==> config.mk <==
export PLATFORM = sky130hd
export DESIGN_NAME = db15_serial_reader_flat
export DESIGN_NICKNAME = d
export VERILOG_FILES = /design/src/rtl/db15_pkg.sv /design/src/rtl/db15_serial_reader_if.sv /design/src/rtl/sync2.sv /design/src/rtl/db15_serial_reader.sv /design/src/flat_wrapper.sv
export SDC_FILE = /design/constraint.sdc
export NUM_CORES = 1
export LEC_CHECK = 0
export CORE_UTILIZATION = 55
export CTS_CLUSTER_DIAMETER = 40
export DETAILED_ROUTE_END_ITERATION = 16
export GPL_TIMING_DRIVEN = 0
export HOLD_SLACK_MARGIN = 0.06
export PLACE_DENSITY = 0.73
export SLEW_MARGIN = 20
export SYNTH_ARGS = -nofsm -noshare
export SYNTH_HDL_FRONTEND = slang
export SYNTH_SLANG_ARGS = --single-unit
==> constraint.sdc <==
create_clock -name clk -period 2 [get_ports clk]
set_input_delay 0.2 -clock clk [delete_from_list [all_inputs] [get_ports clk]]
set_output_delay 0.2 -clock clk [all_outputs]
set_load 0.02 [all_outputs]
==> src/rtl/db15_pkg.sv <==
// Shared definitions for the DB15 arcade-stick serial reader.
// Frame geometry, per-button bit positions within a player word, and
// the reader FSM state encoding.
package db15_pkg;

    localparam int unsigned FRAME_BITS      = 24;
    localparam int unsigned BITS_PER_PLAYER = 12;
    localparam int unsigned JOY_W           = 16;

    // Button positions inside one player's 12-bit field (LS FEDCBAUDLR)
    localparam int unsigned BIT_RIGHT = 0;
    localparam int unsigned BIT_LEFT  = 1;
    localparam int unsigned BIT_DOWN  = 2;
    localparam int unsigned BIT_UP    = 3;
    localparam int unsigned BIT_A     = 4;
    localparam int unsigned BIT_B     = 5;
    localparam int unsigned BIT_C     = 6;
    localparam int unsigned BIT_D     = 7;
    localparam int unsigned BIT_E     = 8;
    localparam int unsigned BIT_F     = 9;
    localparam int unsigned BIT_START = 10;
    localparam int unsigned BIT_SEL   = 11;

    typedef enum logic [2:0] {
        LOAD,
        LOAD_REL,
        SAMPLE,
        CLOCK,
        LATCH,
        GAP
    } state_t;

endpackage

==> src/rtl/db15_serial_reader_if.sv <==
// Published joystick words from the DB15 reader.
//   joystick1/joystick2 : 16-bit active-high words, [15:12] always 0
//   frame_done          : one-clk strobe when a frame has been latched
// master = reader side (drives), slave = consumer side.
interface db15_serial_reader_if;
    import db15_pkg::*;

    logic [JOY_W-1:0] joystick1;
    logic [JOY_W-1:0] joystick2;
    logic             frame_done;

    modport master (output joystick1, joystick2, frame_done);
    modport slave  (input  joystick1, joystick2, frame_done);

endinterface

==> src/rtl/sync2.sv <==
// Generic two-flop synchronizer with a configurable reset value.
//   clk, reset_n : clock and synchronous active-low reset
//   d            : asynchronous input
//   q            : input resynchronized to clk, two clocks late
module sync2 #(
    parameter int unsigned   W         = 1,
    parameter logic [W-1:0]  RESET_VAL = '0
) (
    input  logic         clk,
    input  logic         reset_n,
    input  logic [W-1:0] d,
    output logic [W-1:0] q
);

    logic [W-1:0] meta;

    always_ff @(posedge clk) begin
        if (!reset_n) begin
            meta <= RESET_VAL;
            q    <= RESET_VAL;
        end else begin
            meta <= d;
            q    <= meta;
        end
    end

endmodule

==> src/rtl/db15_serial_reader.sv <==
// Serial front end for DB15 arcade-stick adapters: loads the 24-bit
// shift-register chain, clocks the bits in and publishes two debounced
// 16-bit joystick words.
//   clk, reset_n : system clock, synchronous active-low reset
//   JOY_DATA     : serial data from the chain (pressed = 0), asynchronous
//   JOY_CLK      : shift clock to the chain (chain shifts on rising edge)
//   JOY_LOAD     : parallel-load strobe, active low
//   joy          : joystick1/joystick2 words and frame_done strobe
module db15_serial_reader
    import db15_pkg::*;
#(
    parameter int unsigned CLK_DIV   = 12,
    parameter int unsigned GAP_TICKS = 1000,
    parameter bit          DEBOUNCE  = 1'b1
) (
    input  logic                  clk,
    input  logic                  reset_n,
    input  logic                  JOY_DATA,
    output logic                  JOY_CLK,
    output logic                  JOY_LOAD,
    db15_serial_reader_if.master  joy
);

    localparam int unsigned DIV_W = $clog2(CLK_DIV);
    localparam int unsigned BIT_W = 5;
    localparam int unsigned GAP_W = (GAP_TICKS > 1) ? $clog2(GAP_TICKS) : 1;

    localparam logic [DIV_W-1:0] DIV_LAST = DIV_W'(CLK_DIV - 1);
    localparam logic [BIT_W-1:0] BIT_LAST = BIT_W'(FRAME_BITS - 1);
    localparam logic [GAP_W-1:0] GAP_LAST = GAP_W'(GAP_TICKS - 1);

    logic                  data_sync;
    logic [DIV_W-1:0]      div_cnt;
    logic                  tick;

    state_t                state, state_n;
    logic [BIT_W-1:0]      bit_idx, bit_n;
    logic [GAP_W-1:0]      gap_cnt, gap_n;
    logic [FRAME_BITS-1:0] raw, raw_n;
    logic [FRAME_BITS-1:0] prev_raw, prev_n;
    logic [FRAME_BITS-1:0] pub, pub_n;
    logic                  load_n, jclk_n, done_n;
    logic                  done_q;

    // JOY_DATA idles high (released / disconnected)
    sync2 #(.W(1), .RESET_VAL(1'b1)) u_sync (
        .clk     (clk),
        .reset_n (reset_n),
        .d       (JOY_DATA),
        .q       (data_sync)
    );

    // Shift-tick divider
    assign tick = (div_cnt == DIV_LAST);

    always_ff @(posedge clk) begin
        if (!reset_n || tick) div_cnt <= '0;
        else                  div_cnt <= div_cnt + DIV_W'(1);
    end

    // State register
    always_ff @(posedge clk) begin
        if (!reset_n) state <= LOAD;
        else          state <= state_n;
    end

    // Each tick edge opens the tick named by `state` and closes the one
    // before it, so end-of-tick work (bit capture, publishing) is done on
    // the edge that opens the following state.
    always_comb begin
        state_n = state;
        bit_n   = bit_idx;
        gap_n   = gap_cnt;
        raw_n   = raw;
        prev_n  = prev_raw;
        pub_n   = pub;
        load_n  = JOY_LOAD;
        jclk_n  = JOY_CLK;
        done_n  = 1'b0;

        if (tick) begin
            unique case (state)
                LOAD: begin
                    load_n  = 1'b0;
                    jclk_n  = 1'b0;
                    state_n = LOAD_REL;
                end
                LOAD_REL: begin
                    load_n  = 1'b1;
                    bit_n   = '0;
                    state_n = SAMPLE;
                end
                SAMPLE: begin
                    jclk_n  = 1'b0;
                    state_n = CLOCK;
                end
                CLOCK: begin
                    // Closing SAMPLE: data has settled CLK_DIV-1 clocks
                    raw_n[bit_idx] = ~data_sync;
                    jclk_n         = 1'b1;
                    if (bit_idx == BIT_LAST) begin
                        state_n = LATCH;
                    end else begin
                        bit_n   = BIT_W'(bit_idx + BIT_W'(1));
                        state_n = SAMPLE;
                    end
                end
                LATCH: begin
                    jclk_n  = 1'b0;
                    state_n = GAP;
                end
                GAP: begin
                    jclk_n = 1'b0;
                    load_n = 1'b1;
                    // First GAP edge closes LATCH: publish the frame
                    if (gap_cnt == '0) begin
                        if (!DEBOUNCE || (raw == prev_raw)) pub_n = raw;
                        prev_n = raw;
                        done_n = 1'b1;
                    end
                    if (gap_cnt == GAP_LAST) begin
                        gap_n   = '0;
                        state_n = LOAD;
                    end else begin
                        gap_n = GAP_W'(gap_cnt + GAP_W'(1));
                    end
                end
                default: state_n = LOAD;
            endcase
        end
    end

    // Datapath and registered pin/strobe outputs
    always_ff @(posedge clk) begin
        if (!reset_n) begin
            bit_idx  <= '0;
            gap_cnt  <= '0;
            raw      <= '0;
            prev_raw <= '0;
            pub      <= '0;
            JOY_LOAD <= 1'b1;
            JOY_CLK  <= 1'b0;
            done_q   <= 1'b0;
        end else begin
            bit_idx  <= bit_n;
            gap_cnt  <= gap_n;
            raw      <= raw_n;
            prev_raw <= prev_n;
            pub      <= pub_n;
            JOY_LOAD <= load_n;
            JOY_CLK  <= jclk_n;
            done_q   <= done_n;
        end
    end

    assign joy.joystick1  = JOY_W'(pub[BITS_PER_PLAYER-1:0]);
    assign joy.joystick2  = JOY_W'(pub[FRAME_BITS-1:BITS_PER_PLAYER]);
    assign joy.frame_done = done_q;

endmodule

==> src/flat_wrapper.sv <==
// flat-port wrapper written by rule: the top's interface ports become plain ports
module db15_serial_reader_flat import db15_pkg::*;
#(
    parameter int unsigned CLK_DIV   = 12,
    parameter int unsigned GAP_TICKS = 1000,
    parameter bit          DEBOUNCE  = 1'b1
)
  (clk, reset_n, JOY_DATA, JOY_CLK, JOY_LOAD, joy_joystick1, joy_joystick2, joy_frame_done);
  db15_serial_reader_if joy_i ();
  input  logic clk;
  input  logic reset_n;
  input  logic JOY_DATA;
  output logic JOY_CLK;
  output logic JOY_LOAD;
  output wire logic [$bits(joy_i.joystick1)-1:0] joy_joystick1;
  output wire logic [$bits(joy_i.joystick2)-1:0] joy_joystick2;
  output wire logic [$bits(joy_i.frame_done)-1:0] joy_frame_done;
  assign joy_joystick1 = joy_i.joystick1;
  assign joy_joystick2 = joy_i.joystick2;
  assign joy_frame_done = joy_i.frame_done;
  db15_serial_reader #(.CLK_DIV(CLK_DIV), .GAP_TICKS(GAP_TICKS), .DEBOUNCE(DEBOUNCE)) u_core (.clk(clk), .reset_n(reset_n), .JOY_DATA(JOY_DATA), .JOY_CLK(JOY_CLK), .JOY_LOAD(JOY_LOAD), .joy(joy_i));
endmodule
==> impl_results.md <==
* Layout fillers at 620
* Syn avg cell area at 8.79 um^2
* Per-cell routed wire length at 14.6 um
* Classification of the worst setup path: reg -> reg
* Slew at the pin closest to its max-slew limit at 0.846 ns
* Clock latency at the later pin of the worst-skew pair at 0.36 ns
* Reg2Reg Setup Slack at 0.08 ns
* Drt drc at 0
* Number of maximum-capacitance constraint violations at 0
* Main synth FF type: sky130_fd_sc_hd__dfxtp_1
* Cell area after synthesis at 0.00433 mm^2
* Cell leakage power at 1.98 nW
* Clock tree from TritonCTS: yes
* Clock-pin slew of the registers on the worst-case setup and hold paths at 0.09 ns
* Worst r2r src: u_core.div_cnt[0]
* Endpoint of the worst register-to-register path: u_core.pub[3]
* Initial antenna violation count at 0
* Final worst hold slack at 0.249 ns
* Final number of max-transition violations at 0
* Total half-perimeter wirelength after legalization and detailed placement at 6730 um
* Routability congestion estimate at 0.844
* Worst-path cell chain: ha_2 -> and3b_1 -> nand2_2 -> nor3_4 -> buf_12 -> nand4_4 -> buf_4 -> mux2i_1
* Signal arrival time at the worst endpoint at 2.16 ns
* Most instantiated library cell after synthesis: sky130_fd_sc_hd__nand2_1
* Hold violation total from the final report at 0
* Cell with the largest stage delay on the worst path: sky130_fd_sc_hd__dfxtp_1
* Aggregate negative setup slack at 0 ns
* Global routing usage summed across all routing layers at 24.1%
* Number of global-route vias before repair at 3,330
* Critical Path Stages at 8
* Worst slack at placement at -0.171 ns
* Synth cell types at 40
* Total inserted antenna cells at 0
* End of the critical path: u_core.pub[3]
* Wire length of the first global-routing pass at 15,800 um
* Biggest area consumer among synthesized cells: sky130_fd_sc_hd__dfxtp_1
* Share of the synthesized area in the top cell type at 45.8%
* Endpoint kind of the worst setup timing path: flip-flop
* Seq/Total Area, Yosys at 45.8%
* Number of cells produced by synthesis at 493
* Peak supply drop at 329 uV
* Share of post-route cells with drive strength above 1 at 10.9%
* Total via count after detailed routing at 3,493
* Required @ worst endpoint at 2.24 ns
* Synthesis-to-layout area growth at 19.0%
* Setup violation total in the final timing report at 0
* Starting DRC count in detailed routing at 207
* Die outline area at 0.00823 mm^2
* Maximum clock frequency at 521 MHz
* Via/cell ratio at 5.40
* Post-layout total power at 3.43 mW
* Setup slack of the critical path after layout at 0.0813 ns
* Cell at the root of the clock tree: sky130_fd_sc_hd__clkbuf_8
* Clock buffers created by TritonCTS at 9
* Number of warnings issued by yosys at 0
* RSZ-0062 raised after global routing: true
* Power per Cell Area at 664 mW/mm^2
* Cell types with the largest area share after synthesis: sky130_fd_sc_hd__dfxtp_1 46%, sky130_fd_sc_hd__nand2_1 9.2%, sky130_fd_sc_hd__a21oi_1 6.2%
* Net count of the finished layout at 553
* Antenna-violating nets left at 0
* Worst stage delay on the critical path at 0.37 ns
* Worst-case clock skew at 0.0116 ns
* Outcome: completed
* Number of buffer and inverter stages on the critical path at 2
* Share of the clock period used by the worst path at 95.9%
* Slew Limit Headroom at 43.5%
* Hold-fix buffers, CTS at 0
* Total wire length after detailed routing at 9460 um
* Sink Count at 99
* Crit start category: flip-flop
* Post-synth EDFFs at 0
* Start point of the critical path: u_core.div_cnt[0]
* Async set or reset register ratio after synthesis at 0%
* Port buffer count at 28
* Depth of the most critical reg-to-reg path at 8
* Final core area utilization at 69.2%
* Largest delay share family, worst path: simple AND/OR/NAND/NOR gates
* Pin count of the biggest net entering global routing at 17
* Initial standard-cell utilization of the core at 58.2%
* Most used standard cells in the synthesized netlist: 106 x sky130_fd_sc_hd__nand2_1, 99 x sky130_fd_sc_hd__dfxtp_1, 54 x sky130_fd_sc_hd__a21oi_1, 25 x sky130_fd_sc_hd__mux2i_1, 24 x sky130_fd_sc_hd__clkbuf_1
* Buffers from clock root to sink, at most at 2
* Worst-path fanout max at 7
* Die span in x at 90.7 um
* Number of standard-cell rows in the floorplan at 31
* Flops & latches, synth at 99
* Worst min path class: in -> reg
* Minimum clock period after layout at 1.92 ns
* Die Y at 90.7 um
* Residual overflow from global routing at 0
* H-tree levels at 3
* Core Footprint at 0.00745 mm^2
* Pre-Repair DR Iteration Count at 5
* Ports at 38
## cell type report
| class | count | area (um^2) | share of cell area, % |
|---|---|---|---|
| multi-input cells | 354 | 2200 | 42.7 |
| flip-flops and latches | 99 | 1980 | 38.4 |
| repair buffers | 33 | 360 | 6.99 |
| plain buffers | 40 | 255 | 4.95 |
| clock buffers | 11 | 151 | 2.94 |
| well taps | 99 | 124 | 2.40 |
| clock inverters | 5 | 60.1 | 1.17 |
| inverters | 6 | 22.5 | 0.437 |
## worst min path at each step
stage	end	cells after the start	slack, ns	startpoint
2_1_floorplan	u_core.u_sync.meta	1	0.30	JOY_DATA
3_3_place_gp	u_core.u_sync.q	1	0.39	u_core.u_sync.meta
3_5_place_dp	u_core.u_sync.q	1	0.40	u_core.u_sync.meta
4_1_cts	u_core.raw[12]	3	0.23	reset_n
5_1_grt	u_core.raw[12]	3	0.27	reset_n
6_report	u_core.raw[12]	3	0.25	reset_n
## metal layers
| layer | GRT usage [%] | vias to the layer above | wire length [um] |
|---|---|---|---|
| met1 | 30.5 | 1621 | 4260 |
| met4 | 11.3 | 0 | 184 |
| met5 | 0 | - | 0 |
| li1 | - | 1790 | - |
| met2 | 40.5 | 67 | 4640 |
| met3 | 3.20 | 15 | 384 |
## cells by family after synthesis
logic type	after synthesis	share of synthesized area [%]
muxes	25	5.78
adders and majority gates	7	2.02
other	1	0.0866
buffers and inverters	47	5.31
DFF	99	45.8
AOI/OAI and AO/OA	90	12.9
xor gates and xnor gates	35	7.08
and+or+nand+nor	189	21.1
## timing repair
action	in CTS	in global routing
pin swaps	1	4
setup buffers	1	3
gates resized for setup	13	24
setup endpoints to repair	67	70
cloned	0	1
## state kept, by name, indices dropped and copies added (netlist names)
name,cells
u_core.pub,24
u_core.div_cnt,4
u_core.bit_idx,5
u_core.raw,24
u_core.u_sync.q,1
u_core.u_sync.meta,1
u_core.joy.frame_done,1
u_core.prev_raw,24
u_core.state,3
u_core.JOY_CLK,1
u_core.JOY_LOAD,1
u_core.gap_cnt,10
## stage by stage
step / area (um^2) / cells
3_5_place_dp: 4760 / 627
6_report: 5150 / 647
2_1_floorplan: 4360 / 500
3_3_place_gp: 4760 / 627
5_1_grt: 5150 / 647
4_1_cts: 5020 / 644
## placed cells by master, fill, tap and decap left out, types with 2 or more instances in the layout
master / synthesis / layout
sky130_fd_sc_hd__a21o_1: 4 / 4
sky130_fd_sc_hd__nand2_2: 0 / 2
sky130_fd_sc_hd__and3b_1: 5 / 5
sky130_fd_sc_hd__nor4_1: 4 / 3
sky130_fd_sc_hd__clkbuf_8: 0 / 11
sky130_fd_sc_hd__xnor2_1: 22 / 22
sky130_fd_sc_hd__o21ai_0: 6 / 6
sky130_fd_sc_hd__and4_2: 0 / 2
sky130_fd_sc_hd__nor2_1: 20 / 20
sky130_fd_sc_hd__clkbuf_2: 0 / 2
sky130_fd_sc_hd__nand4_1: 10 / 10
sky130_fd_sc_hd__nor3b_2: 0 / 2
sky130_fd_sc_hd__buf_4: 8 / 12
sky130_fd_sc_hd__nor3_1: 5 / 4
sky130_fd_sc_hd__nor3b_1: 4 / 2
sky130_fd_sc_hd__buf_2: 7 / 3
sky130_fd_sc_hd__dfxtp_1: 99 / 99
sky130_fd_sc_hd__buf_12: 0 / 3
sky130_fd_sc_hd__nand3_1: 9 / 9
sky130_fd_sc_hd__or3_1: 5 / 4
sky130_fd_sc_hd__clkdlybuf4s50_1: 0 / 28
sky130_fd_sc_hd__o31ai_1: 2 / 2
sky130_fd_sc_hd__conb_1: 1 / 8
sky130_fd_sc_hd__a311oi_1: 20 / 20
sky130_fd_sc_hd__clkbuf_1: 24 / 18
sky130_fd_sc_hd__nand2_1: 106 / 104
sky130_fd_sc_hd__buf_6: 2 / 4
sky130_fd_sc_hd__nand2b_1: 4 / 4
sky130_fd_sc_hd__xor2_1: 13 / 13
sky130_fd_sc_hd__ha_1: 7 / 6
sky130_fd_sc_hd__inv_1: 5 / 5
sky130_fd_sc_hd__a21oi_1: 54 / 54
sky130_fd_sc_hd__mux2i_1: 25 / 25
sky130_fd_sc_hd__and3_1: 6 / 6
## power by group
group	internal, mW	switching [mW]
clock	0.652	0.683
sequential	1.98	0.00991
combinational	0.0305	0.0721
total	2.66	0.765
## worst register-to-register path: stages (launching register included)
cell and delay [ns]:
sky130_fd_sc_hd__dfxtp_1 0.37, sky130_fd_sc_hd__ha_2 0.23, sky130_fd_sc_hd__and3b_1 0.21, sky130_fd_sc_hd__nand2_2 0.13
sky130_fd_sc_hd__nor3_4 0.18, sky130_fd_sc_hd__buf_12 0.15, sky130_fd_sc_hd__nand4_4 0.18, sky130_fd_sc_hd__buf_4 0.24
sky130_fd_sc_hd__mux2i_1 0.12
(Power assumes the default switching activity.)
